<file path="config.mk">
export PLATFORM = sky130hd
export DESIGN_NAME = reg_load_ctrl
export DESIGN_NICKNAME = d
export VERILOG_FILES = /design/src/rtl/reg_load_ctrl.sv
export SDC_FILE = /design/constraint.sdc
export NUM_CORES = 1
export LEC_CHECK = 0
export ABC_AREA = 1
export CAP_MARGIN = 20
export CORE_MARGIN = 2
export CORE_UTILIZATION = 45
export DETAILED_ROUTE_END_ITERATION = 7
export HOLD_SLACK_MARGIN = 0.03
export PLACE_DENSITY = 0.64
export SYNTH_ARGS = -nofsm -noshare
export SYNTH_HDL_FRONTEND = slang
export SYNTH_SLANG_ARGS = --single-unit
</file>
<file path="constraint.sdc">
create_clock -name clk -period 3.1 [get_ports clk]
set_clock_uncertainty 0.05 [all_clocks]
set_input_delay 0.31 -clock clk [delete_from_list [all_inputs] [get_ports clk]]
set_output_delay 0.31 -clock clk [all_outputs]
set_load 0.1 [all_outputs]
</file>
<file path="src/rtl/reg_load_ctrl.sv">
// reg_load_ctrl: front-end for the 8-bit enable/reset data register.
// Synchronises the switches and the LOAD/CLEAR buttons, debounces the buttons,
// and emits one-cycle, mutually exclusive load/clear strobes with the data byte.
// Optional feature macro: LOAD_COUNT_EN adds the 8-bit load_count output.
//
// state      | meaning
// IDLE       | waiting for either synchronised button
// PRESS_DB   | selected button must stay high DB_CYCLES cycles
// FIRE       | strobe cycle (enable_out or clear_out high)
// RELEASE_DB | both buttons must stay low DB_CYCLES cycles
module reg_load_ctrl #(
  parameter int WIDTH       = 8,
  parameter int SYNC_STAGES = 2,
  parameter int DB_CYCLES   = 500000
) (
  input  logic             clk,
  input  logic             reset,
  input  logic [WIDTH-1:0] sw,
  input  logic             btn_load,
  input  logic             btn_clr,
  output logic [WIDTH-1:0] d_out,
  output logic             enable_out,
  output logic             clear_out,
  output logic             busy
`ifdef LOAD_COUNT_EN
  ,
  output logic [7:0]       load_count
`endif
);

  localparam int CW = $clog2(DB_CYCLES + 1);
  // Debounce timer counts down from DB_CYCLES-1 to zero.
  localparam logic [CW-1:0] CNT_LOAD = CW'(DB_CYCLES - 1);

  typedef enum logic [1:0] {
    IDLE       = 2'd0,
    PRESS_DB   = 2'd1,
    FIRE       = 2'd2,
    RELEASE_DB = 2'd3
  } state_t;

  logic [SYNC_STAGES-1:0][WIDTH-1:0] sw_sync_q;
  logic [SYNC_STAGES-1:0]            ld_sync_q;
  logic [SYNC_STAGES-1:0]            cl_sync_q;
  logic [WIDTH-1:0]                  sw_s;
  logic                              ld_s;
  logic                              cl_s;
  logic                              sel_btn;

  state_t           state_q, state_d;
  logic [CW-1:0]    cnt_q, cnt_d;
  logic             sel_clr_q, sel_clr_d;
  logic [WIDTH-1:0] d_out_q, d_out_d;
  logic             en_q, en_d;
  logic             clr_q, clr_d;
  logic             busy_q, busy_d;

  assign sw_s    = sw_sync_q[SYNC_STAGES-1];
  assign ld_s    = ld_sync_q[SYNC_STAGES-1];
  assign cl_s    = cl_sync_q[SYNC_STAGES-1];
  assign sel_btn = sel_clr_q ? cl_s : ld_s;

  // Synchroniser chains for every asynchronous input
  always_ff @(posedge clk or posedge reset) begin
    if (reset) begin
      sw_sync_q <= '0;
      ld_sync_q <= '0;
      cl_sync_q <= '0;
    end else begin
      sw_sync_q <= {sw_sync_q[SYNC_STAGES-2:0], sw};
      ld_sync_q <= {ld_sync_q[SYNC_STAGES-2:0], btn_load};
      cl_sync_q <= {cl_sync_q[SYNC_STAGES-2:0], btn_clr};
    end
  end

  // Next-state, debounce timer and registered-output decode
  always_comb begin
    state_d   = state_q;
    cnt_d     = cnt_q;
    sel_clr_d = sel_clr_q;
    d_out_d   = d_out_q;
    en_d      = 1'b0;
    clr_d     = 1'b0;
    case (state_q)
      IDLE: begin
        if (ld_s || cl_s) begin
          state_d   = PRESS_DB;
          cnt_d     = CNT_LOAD;
          sel_clr_d = cl_s;  // CLEAR wins a simultaneous press
        end
      end
      PRESS_DB: begin
        if (!sel_btn) begin
          state_d = IDLE;
        end else if (cnt_q == '0) begin
          // Strobes are registered so they appear for the single FIRE cycle.
          state_d = FIRE;
          if (sel_clr_q) begin
            clr_d   = 1'b1;
            d_out_d = '0;
          end else begin
            en_d    = 1'b1;
            d_out_d = sw_s;
          end
        end else begin
          cnt_d = cnt_q - CW'(1);
        end
      end
      FIRE: begin
        state_d = RELEASE_DB;
        cnt_d   = CNT_LOAD;
      end
      RELEASE_DB: begin
        if (ld_s || cl_s) begin
          cnt_d = CNT_LOAD;
        end else if (cnt_q == '0) begin
          state_d = IDLE;
        end else begin
          cnt_d = cnt_q - CW'(1);
        end
      end
      default: state_d = IDLE;
    endcase
    busy_d = (state_d != IDLE);
  end

  // State and output registers
  always_ff @(posedge clk or posedge reset) begin
    if (reset) begin
      state_q   <= IDLE;
      cnt_q     <= '0;
      sel_clr_q <= 1'b0;
      d_out_q   <= '0;
      en_q      <= 1'b0;
      clr_q     <= 1'b0;
      busy_q    <= 1'b0;
    end else begin
      state_q   <= state_d;
      cnt_q     <= cnt_d;
      sel_clr_q <= sel_clr_d;
      d_out_q   <= d_out_d;
      en_q      <= en_d;
      clr_q     <= clr_d;
      busy_q    <= busy_d;
    end
  end

  assign d_out      = d_out_q;
  assign enable_out = en_q;
  assign clear_out  = clr_q;
  assign busy       = busy_q;

`ifdef LOAD_COUNT_EN
  logic [7:0] load_cnt_q;

  // Count of load strobes; only reset clears it, wraps naturally at 8 bits
  always_ff @(posedge clk or posedge reset) begin
    if (reset) begin
      load_cnt_q <= '0;
    end else if (en_d) begin
      load_cnt_q <= load_cnt_q + 8'd1;
    end
  end

  assign load_count = load_cnt_q;
`endif

endmodule

</file>
==> impl_metrics.toml, run 1 <==
[place]
io_buffers = 22
dp.cells = 348
place_ws_ps = 1130
place_hpwl_um = 3140
routabilityCongestion = 0.874

[timing]
finalMaxSlewViolations = 0
hold_ws_ps = 266
min_period_ps = 2190
slew_headroom_pct = 34.7
setup_viol = 0
min_period_over_period_pct = 70.6
finalHoldViolations = 0
worst_slew_pin_slew_ps = 977
rsz0062_at_grt = "false"
fmax_ghz = 0.457
fin_ws_ps = 912
fin_setup_tns_ps = 0

[detailed_routing]
vias = 1668
drtIter0Drc = 95
drc = 0
postRouteAntennaNets = 0
dr.pass1.iters = 4
drt-total-wl_um = 4270
vias_per_cell = 4.69
wl_per_cell_um = 12.0

[yosys]
synthTopCellsByCount = "nand2_1 (62), dfrtp_1 (53), nor2_1 (36)"
ys_seq_area_share_pct = 56.0
synth_area_per_cell_um2 = 9.22
yosysMostFrequentCell = "nand2_1"
yosys-top-cells-area = "dfrtp_1 (56%), nand2_1 (9.8%), nor2_1 (5.7%)"
synthArstFlopShare_pct = 100
synth_edf_count = 0
synthXorXnorAreaFrac_pct = 0
synth_top_family_by_area = "simple AND/OR/NAND/NOR gates"
synth_fa_ha_area_share_pct = 0.528
ys_seq_elements = 53
syn-cell-area_um2 = 2370
yosysWarningCount = 0
synth-simple-area-share_pct = 29.6
syn_nets = 270
synth_cell_types = 34
synthMuxAreaShare_pct = 0
synth.top_cell.area_share_pct = 56.0
synth_flop_cell = "dfrtp_1"
synth_top_cell_by_area = "dfrtp_1"
synth-compound-area-share_pct = 7.71
synth_cells = 257

[clocking]
cts_setup_buffers = 0
cts.clk_slew.worst_paths_ps = 100
h-tree-depth = 2
cts_root_buf = "clkbuf_8"
cts.path.max_buffers = 2
cts_hold_buffers = 0
cts_buffers = 5
cts_resized = 0
clk_latency_ps = 300
cts_tree = "built"
cts.sink_count = 53

[global_route]
grt_pass1_vias = 1711
grt_overflow = 0
grt_pass1_wl_um = 7710
antenna_found_initial = 0
grtUsageTotal_pct = 16.6
grt_max_degree = 23

[worst_setup_path]
r2r_setup_slack_ps = 1120
critPathArrivalTime_ps = 1830
critPathBufInv = 1
endpoint_kind = "output port"
startpoint_type = "flip-flop"
cp.required_ps = 2740
worst-path-max-fanout = 2
path_class = "reg -> out"
crit_slowest_cell = "clkdlybuf4s50_1"
slowest_delay_ps = 1140
path_cells = "clkdlybuf4s50_1"
critPathTopFamily = "buffers and inverters"

[finish]
nFillCells = 504
drive_gt1_share_pct = 15.0
fin_nets = 298
diodes = 0
area.growth.synth_to_final_pct = 16.7
stdcell_count = 356

[floorplanning]
die_y_um = 76.6
initial_core_util_pct = 46.4
pin_count = 23
core_area_um2 = 5110
fp.dieW_um = 76.6
rows = 26
dieArea_um2 = 5860

[flow_run]
drv_cap = 0

[pwr]
ir_drop_mv = 0.260
p_per_area_nw_per_um2 = 618
power_uw = 1710
leakage_uw = 0.00126

[min_path]
hp-class = "in -> async"

[status]
outcome = "completed"
-- kinds of logic after synthesis --
| kind of cell | Yosys count |
|---|---|
| buffers and inverters | 34 |
| adder cells (fa/ha/maj) | 1 |
| flip-flops | 53 |
| AO/OA/AOI/OAI | 25 |
| AND/OR/NAND/NOR | 144 |
-- metrics by stage --
stage | instance area (um2) | utilization [%]
final | 2760 | 54.1
after global routing | 2760 | 54.1
after CTS | 2760 | 54.1
after detailed placement | 2670 | 52.2
after global placement | 2670 | 52.2
after floorplan | 2370 | -
-- flip-flops by register name, summed over array words and instances (netlist names) --
name / flops
cnt_q: 19
d_out: 8
sw_s: 8
sw_sync_q: 8
cl_sync_q: 2
ld_sync_q: 2
state_q: 2
busy: 1
clear_out: 1
enable_out: 1
sel_clr_q: 1
-- area by class of cell --
type / count / area (um2) / share of cell area (%)
clock buffer: 6 / 82.6 / 2.99
clock inverter: 2 / 13.8 / 0.498
inverter: 31 / 123 / 4.44
multi-input combinational: 170 / 896 / 32.4
sequential: 53 / 1330 / 48.0
tap: 70 / 87.6 / 3.17
timing repair buffer: 24 / 235 / 8.51
-- worst register-to-register path, cell delays in order (launching register included) --
cell and delay, ps:
dfrtp_1 410, inv_1 100, ha_1 190, nand2_1 140, nor2_4 170, nand3_4 190, clkinv_2 120, nand4_4 250
nand2_1 180, o21ai_2 60
-- power breakdown --
part | switching [uW] | internal, uW | total [uW]
clock | 219 | 181 | 401
combinational | 356 | 147 | 502
sequential | 50.8 | 754 | 805
total | 626 | 1080 | 1710
-- layout by cell type (no fill, tap or decap), types with 2 or more instances in the layout --
master	instances
nor3_2	2
clkbuf_8	6
inv_2	5
o21ai_2	9
nor3_1	6
clkinv_2	2
nand4_1	7
nor2_1	36
o21bai_1	2
dfrtp_1	53
nand2_1	62
clkdlybuf4s50_1	22
nor2_2	3
nand2_2	5
nand3_1	13
inv_1	24
o21ai_1	5
nand3b_1	2
o211ai_1	4
buf_4	2
nor2_4	2
-- final timing paths --
| check | endpoint | depth (start not counted) | from |
|---|---|---|---|
| min in group clk | sw_s[4]$_DFF_PP0_ | 0 | sw_sync_q[4]$_DFF_PP0_ |
| min | cnt_q[15]$_DFFE_PP0P_ | 2 | reset |
| max reg2reg | d_out[3]$_DFFE_PP0P_ | 9 | cnt_q[0]$_DFFE_PP0P_ |
| max in group asynchronous | cnt_q[10]$_DFFE_PP0P_ | 3 | reset |
| max | d_out[7] | 1 | d_out[7]$_DFFE_PP0P_ |
| min reg2reg | sw_s[4]$_DFF_PP0_ | 0 | sw_sync_q[4]$_DFF_PP0_ |
-- routing by layer --
metal | vias to the layer above | routed length, um | global-route usage, % | share of wire, %
met2 | 21 | 2030 | 27.2 | 48
met5 | - | 0 | 0 | 0
met3 | 7 | 116 | 4.98 | 2.7
met1 | 764 | 2060 | 21.6 | 48
li1 | 876 | - | - | -
met4 | 0 | 63 | 4.18 | 1.5
No activity file was read; power rests on OpenSTA's default activity.
==> run 2, diff against run 1 <==
==> constraint.sdc (replaced) <==
create_clock -name clk -period 2.29 [get_ports clk]
set_clock_uncertainty 0.05 [all_clocks]
set_input_delay 0.229 -clock clk [delete_from_list [all_inputs] [get_ports clk]]
set_output_delay 0.229 -clock clk [all_outputs]
set_load 0.1 [all_outputs]
==> impl_metrics.toml, run 2 (synthesized netlist as in run 1, its figures left out) <==
[status]
outcome = "completed"

[pwr]
power_uw = 2320
leakage_uw = 0.00128
ir_drop_mv = 0.505
p_per_area_nw_per_um2 = 845

[detailed_routing]
dr.pass1.iters = 4
drc = 0
drt-total-wl_um = 4390
wl_per_cell_um = 12.3
vias = 1728
vias_per_cell = 4.84
postRouteAntennaNets = 0
drtIter0Drc = 83

[worst_setup_path]
r2r_setup_slack_ps = 290
path_common_cell = "nand2_1"
critPathArrivalTime_ps = 2150
critPathBufInv = 2
slowest_delay_ps = 420
startpoint_type = "flip-flop"
path_cells = "inv_1 > ha_1 > nand2_1 > nor2_4 > nand3_4 > clkinv_2 > nand4_4 > nand2_1 > o21ai_2"
path_class = "reg -> reg"
worst-path-max-fanout = 16
cp.required_ps = 2440
crit_slowest_cell = "dfrtp_1"
endpoint_kind = "flip-flop"
critPathTopFamily = "simple AND/OR/NAND/NOR gates"

[timing]
fmax_ghz = 0.501
finalHoldViolations = 0
min_period_over_period_pct = 87.2
min_period_ps = 2000
rsz0062_at_grt = "false"
worst_slew_pin_slew_ps = 418
setup_viol = 0
slew_headroom_pct = 72.1
finalMaxSlewViolations = 0
fin_setup_tns_ps = 0

[floorplanning]
pin_count = 23
die_y_um = 76.6
core_area_um2 = 5110
fp.dieW_um = 76.6
initial_core_util_pct = 46.4
rows = 26
dieArea_um2 = 5860

[finish]
largest-register = "cnt_q"
layout_commonest_cell = "nand2_1"
area.growth.synth_to_final_pct = 15.8
largest_register_ffs = 19
fin_util_pct = 53.7
fin_nets = 299
diodes = 0
drive_gt1_share_pct = 19.2
final_cell_mix = "nand2_1 (62), dfrtp_1 (53), nor2_1 (36)"

[global_route]
grt_pass1_wl_um = 7690
grt_max_degree = 21
antenna_found_initial = 0
grt_pass1_vias = 1590
grtUsageTotal_pct = 16.5
grt_overflow = 0

[min_path]
hp-class = "in -> async"

[clocking]
cts_tree = "built"
cts.path.max_buffers = 2
cts.sink_count = 53
cts.clk_slew.worst_paths_ps = 90
clk_latency_ps = 310
cts_buffers = 5
cts_root_buf = "clkbuf_8"
cts_resized = 0
cts_hold_buffers = 0
cts_setup_buffers = 0
h-tree-depth = 2

[place]
io_buffers = 22
place_hpwl_um = 3220
routabilityCongestion = 0.845

[flow_run]
drv_cap = 0
-- run 2: routing by layer --
layer | global-route usage (%) | up-vias | wire, um
li1 | - | 878 | -
met1 | 21.7 | 817 | 2080
met2 | 26.6 | 28 | 2110
met3 | 3.79 | 5 | 144
met4 | 6.55 | 0 | 61
met5 | 0 | - | 0
-- run 2: final cells by class --
cell class	instances	area [um2]
fillers	480	2360
flip-flops and latches	53	1330
multi-input cells	170	896
repair buffers	25	215
inverters	31	123
well taps	70	87.6
clock buffers	6	82.6
clock inverters	2	13.8
-- run 2: power by group --
part / total [uW] / leakage, uW / switching [uW] / internal (uW)
Sequential: 1090 / 0.000638 / 70.5 / 1020
Combinational: 682 / 0.000594 / 487 / 195
Clock: 544 / 0.0000512 / 299 / 245
Total: 2320 / 0.00128 / 857 / 1460
-- run 2: stage by stage --
step           hold WS, ps  instance area (um2)  setup slack, ps  instances
2_1_floorplan          210                 2370              623        257
3_3_place_gp           282                 2650              369        349
3_5_place_dp           285                 2650              295        349
4_1_cts                192                 2740              276        357
5_1_grt                211                 2740             57.3        357
6_report               181                 2740              293        357
-- run 2: worst paths after layout --
path | start | endpoint | depth (start not counted)
worst min-delay path | reset | sw_s[4]$_DFF_PP0_ | 2
worst min register to register | sw_sync_q[4]$_DFF_PP0_ | sw_s[4]$_DFF_PP0_ | 0
min in group clk | sw_sync_q[4]$_DFF_PP0_ | sw_s[4]$_DFF_PP0_ | 0
max in group asynchronous | reset | cnt_q[11]$_DFFE_PP0P_ | 3
worst max-delay path | cnt_q[0]$_DFFE_PP0P_ | d_out[5]$_DFFE_PP0P_ | 9
worst max register to register | cnt_q[0]$_DFFE_PP0P_ | d_out[5]$_DFFE_PP0P_ | 9
==> run 3, diff against run 2 <==
--- a/config.mk
+++ b/config.mk
@@ -8,10 +8,10 @@
 export ABC_AREA = 1
 export CAP_MARGIN = 20
 export CORE_MARGIN = 2
-export CORE_UTILIZATION = 45
+export CORE_UTILIZATION = 56
 export DETAILED_ROUTE_END_ITERATION = 7
 export HOLD_SLACK_MARGIN = 0.03
-export PLACE_DENSITY = 0.64
+export PLACE_DENSITY = 0.77
 export SYNTH_ARGS = -nofsm -noshare
 export SYNTH_HDL_FRONTEND = slang
 export SYNTH_SLANG_ARGS = --single-unit
==> impl_metrics.toml, run 3 (synthesized netlist as in run 1, its figures left out) <==
[global_route]
grt_overflow = 0
grt_pass1_vias = 1683
use_met1_pct = 28.1
grt.met2_usage_pct = 32.5
antenna_found_initial = 0
grt_max_degree = 54
top_usage_layer = "met2"
grt_util_met3_pct = 5.26
grtUsageTotal_pct = 21.2
grt_pass1_wl_um = 7970

[clocking]
cts.sink_count = 53
h-tree-depth = 2
cts_setup_buffers = 0
cts_hold_buffers = 0
cts_root_buf = "clkbuf_8"
cts_buffers = 5
cts_tree = "built"
cts.path.max_buffers = 2
clk_latency_ps = 310
cts.clk_slew.worst_paths_ps = 90
cts_resized = 0

[min_path]
hp-class = "in -> reg"

[timing]
slew_headroom_pct = 57.4
min_period_ps = 2000
finalMaxSlewViolations = 0
finalHoldViolations = 0
fmax_ghz = 0.499
min_period_over_period_pct = 87.6
worst_slew_pin_slew_ps = 640
fin_setup_tns_ps = 0
setup_viol = 0
rsz0062_at_grt = "false"

[detailed_routing]
wl_per_cell_um = 13.2
drtIter0Drc = 170
dr.pass1.iters = 5
postRouteAntennaNets = 0
drt-total-wl_um = 4440
vias = 1758
drc = 0
vias_per_cell = 5.25

[worst_setup_path]
crit_slowest_cell = "dfrtp_1"
path_class = "reg -> reg"
path_cells = "inv_1 > ha_1 > nand2_1 > nor2_4 > nand3_4 > clkinv_2 > nand4_4 > nand2_1 > o21ai_2"
worst-path-max-fanout = 16
startpoint_type = "flip-flop"
slowest_delay_ps = 410
path_common_cell = "nand2_1"
critPathArrivalTime_ps = 2150
endpoint_kind = "flip-flop"
r2r_setup_slack_ps = 290
cp.required_ps = 2440

[pwr]
power_uw = 2310
leakage_uw = 0.00127
ir_drop_mv = 0.454
p_per_area_nw_per_um2 = 853

[floorplanning]
fp.dieW_um = 69.0
pin_count = 23
rows = 23
die_y_um = 69.0
core_area_um2 = 4030
initial_core_util_pct = 58.8
dieArea_um2 = 4770

[place]
place_hpwl_um = 3090
io_buffers = 22
routabilityCongestion = 0.847
dp.cells = 328

[finish]
largest_register_ffs = 19
area.growth.synth_to_final_pct = 14.2
drive_gt1_share_pct = 18.6
diodes = 0
layout_commonest_cell = "nand2_1"
largest-register = "cnt_q"
stdcell_count = 335
final_cell_mix = "nand2_1 (62), dfrtp_1 (53), nor2_1 (36)"
fin_nets = 298

[status]
outcome = "completed"

[flow_run]
drv_cap = 0
[run 3: cell types whose count changed in the layout (fill, tap and decap cells not counted)]
cell / change
clkinvlp_4: +1
clkinv_2: -1
buf_4: -1
clkinv_4: -1
[run 3: worst max-delay path, delay by kind of cell (launching register included)]
family	cells	cell delay, ps
AOI/OAI and AO/OA	1	60
and+or+nand+nor	5	950
buffers and inverters	2	230
adders and majority gates	1	190
DFF	1	410
[run 3: worst paths after layout]
check                      cells after the start              startpoint                     end
max                                            9    cnt_q[0]$_DFFE_PP0P_    d_out[4]$_DFFE_PP0P_
min                                            1                   sw[6]  sw_sync_q[6]$_DFF_PP0_
max reg2reg                                    9    cnt_q[0]$_DFFE_PP0P_    d_out[4]$_DFFE_PP0P_
min reg2reg                                    0  sw_sync_q[0]$_DFF_PP0_       sw_s[0]$_DFF_PP0_
max in group asynchronous                      3                   reset    cnt_q[8]$_DFFE_PP0P_
min in group asynchronous                      3                   reset  sw_sync_q[1]$_DFF_PP0_
[run 3: per-layer routing]
layer / vias to the layer above / part of all wire, %
met5: - / 0
met2: 41 / 49
met4: 0 / 2.3
met1: 834 / 45
met3: 9 / 4.4
li1: 874 / -
[run 3: final cells by class]
class,count,area (um2)
inverter,31,123
timing repair buffer,24,208
fill,325,1320
tap,50,62.6
clock buffer,6,82.6
clock inverter,1,7.51
multi-input combinational,170,896
sequential,53,1330
[run 3: report_power, final]
group	leakage (uW)	total [uW]	switching (uW)	internal [uW]
logic	0.000590	686	493	193
clock network	0.0000433	529	290	239
registers	0.000638	1090	70.0	1020
[run 3: metrics by stage]
step	hold slack, ps	util (%)	worst slack (ps)	cell area, um2
3_3_place_gp	283	64.9	390	2620
6_report	301	67.1	285	2710
3_5_place_dp	286	64.9	310	2620
4_1_cts	294	67.1	267	2710
5_1_grt	284	67.1	118	2710
2_1_floorplan	210	-	623	2370
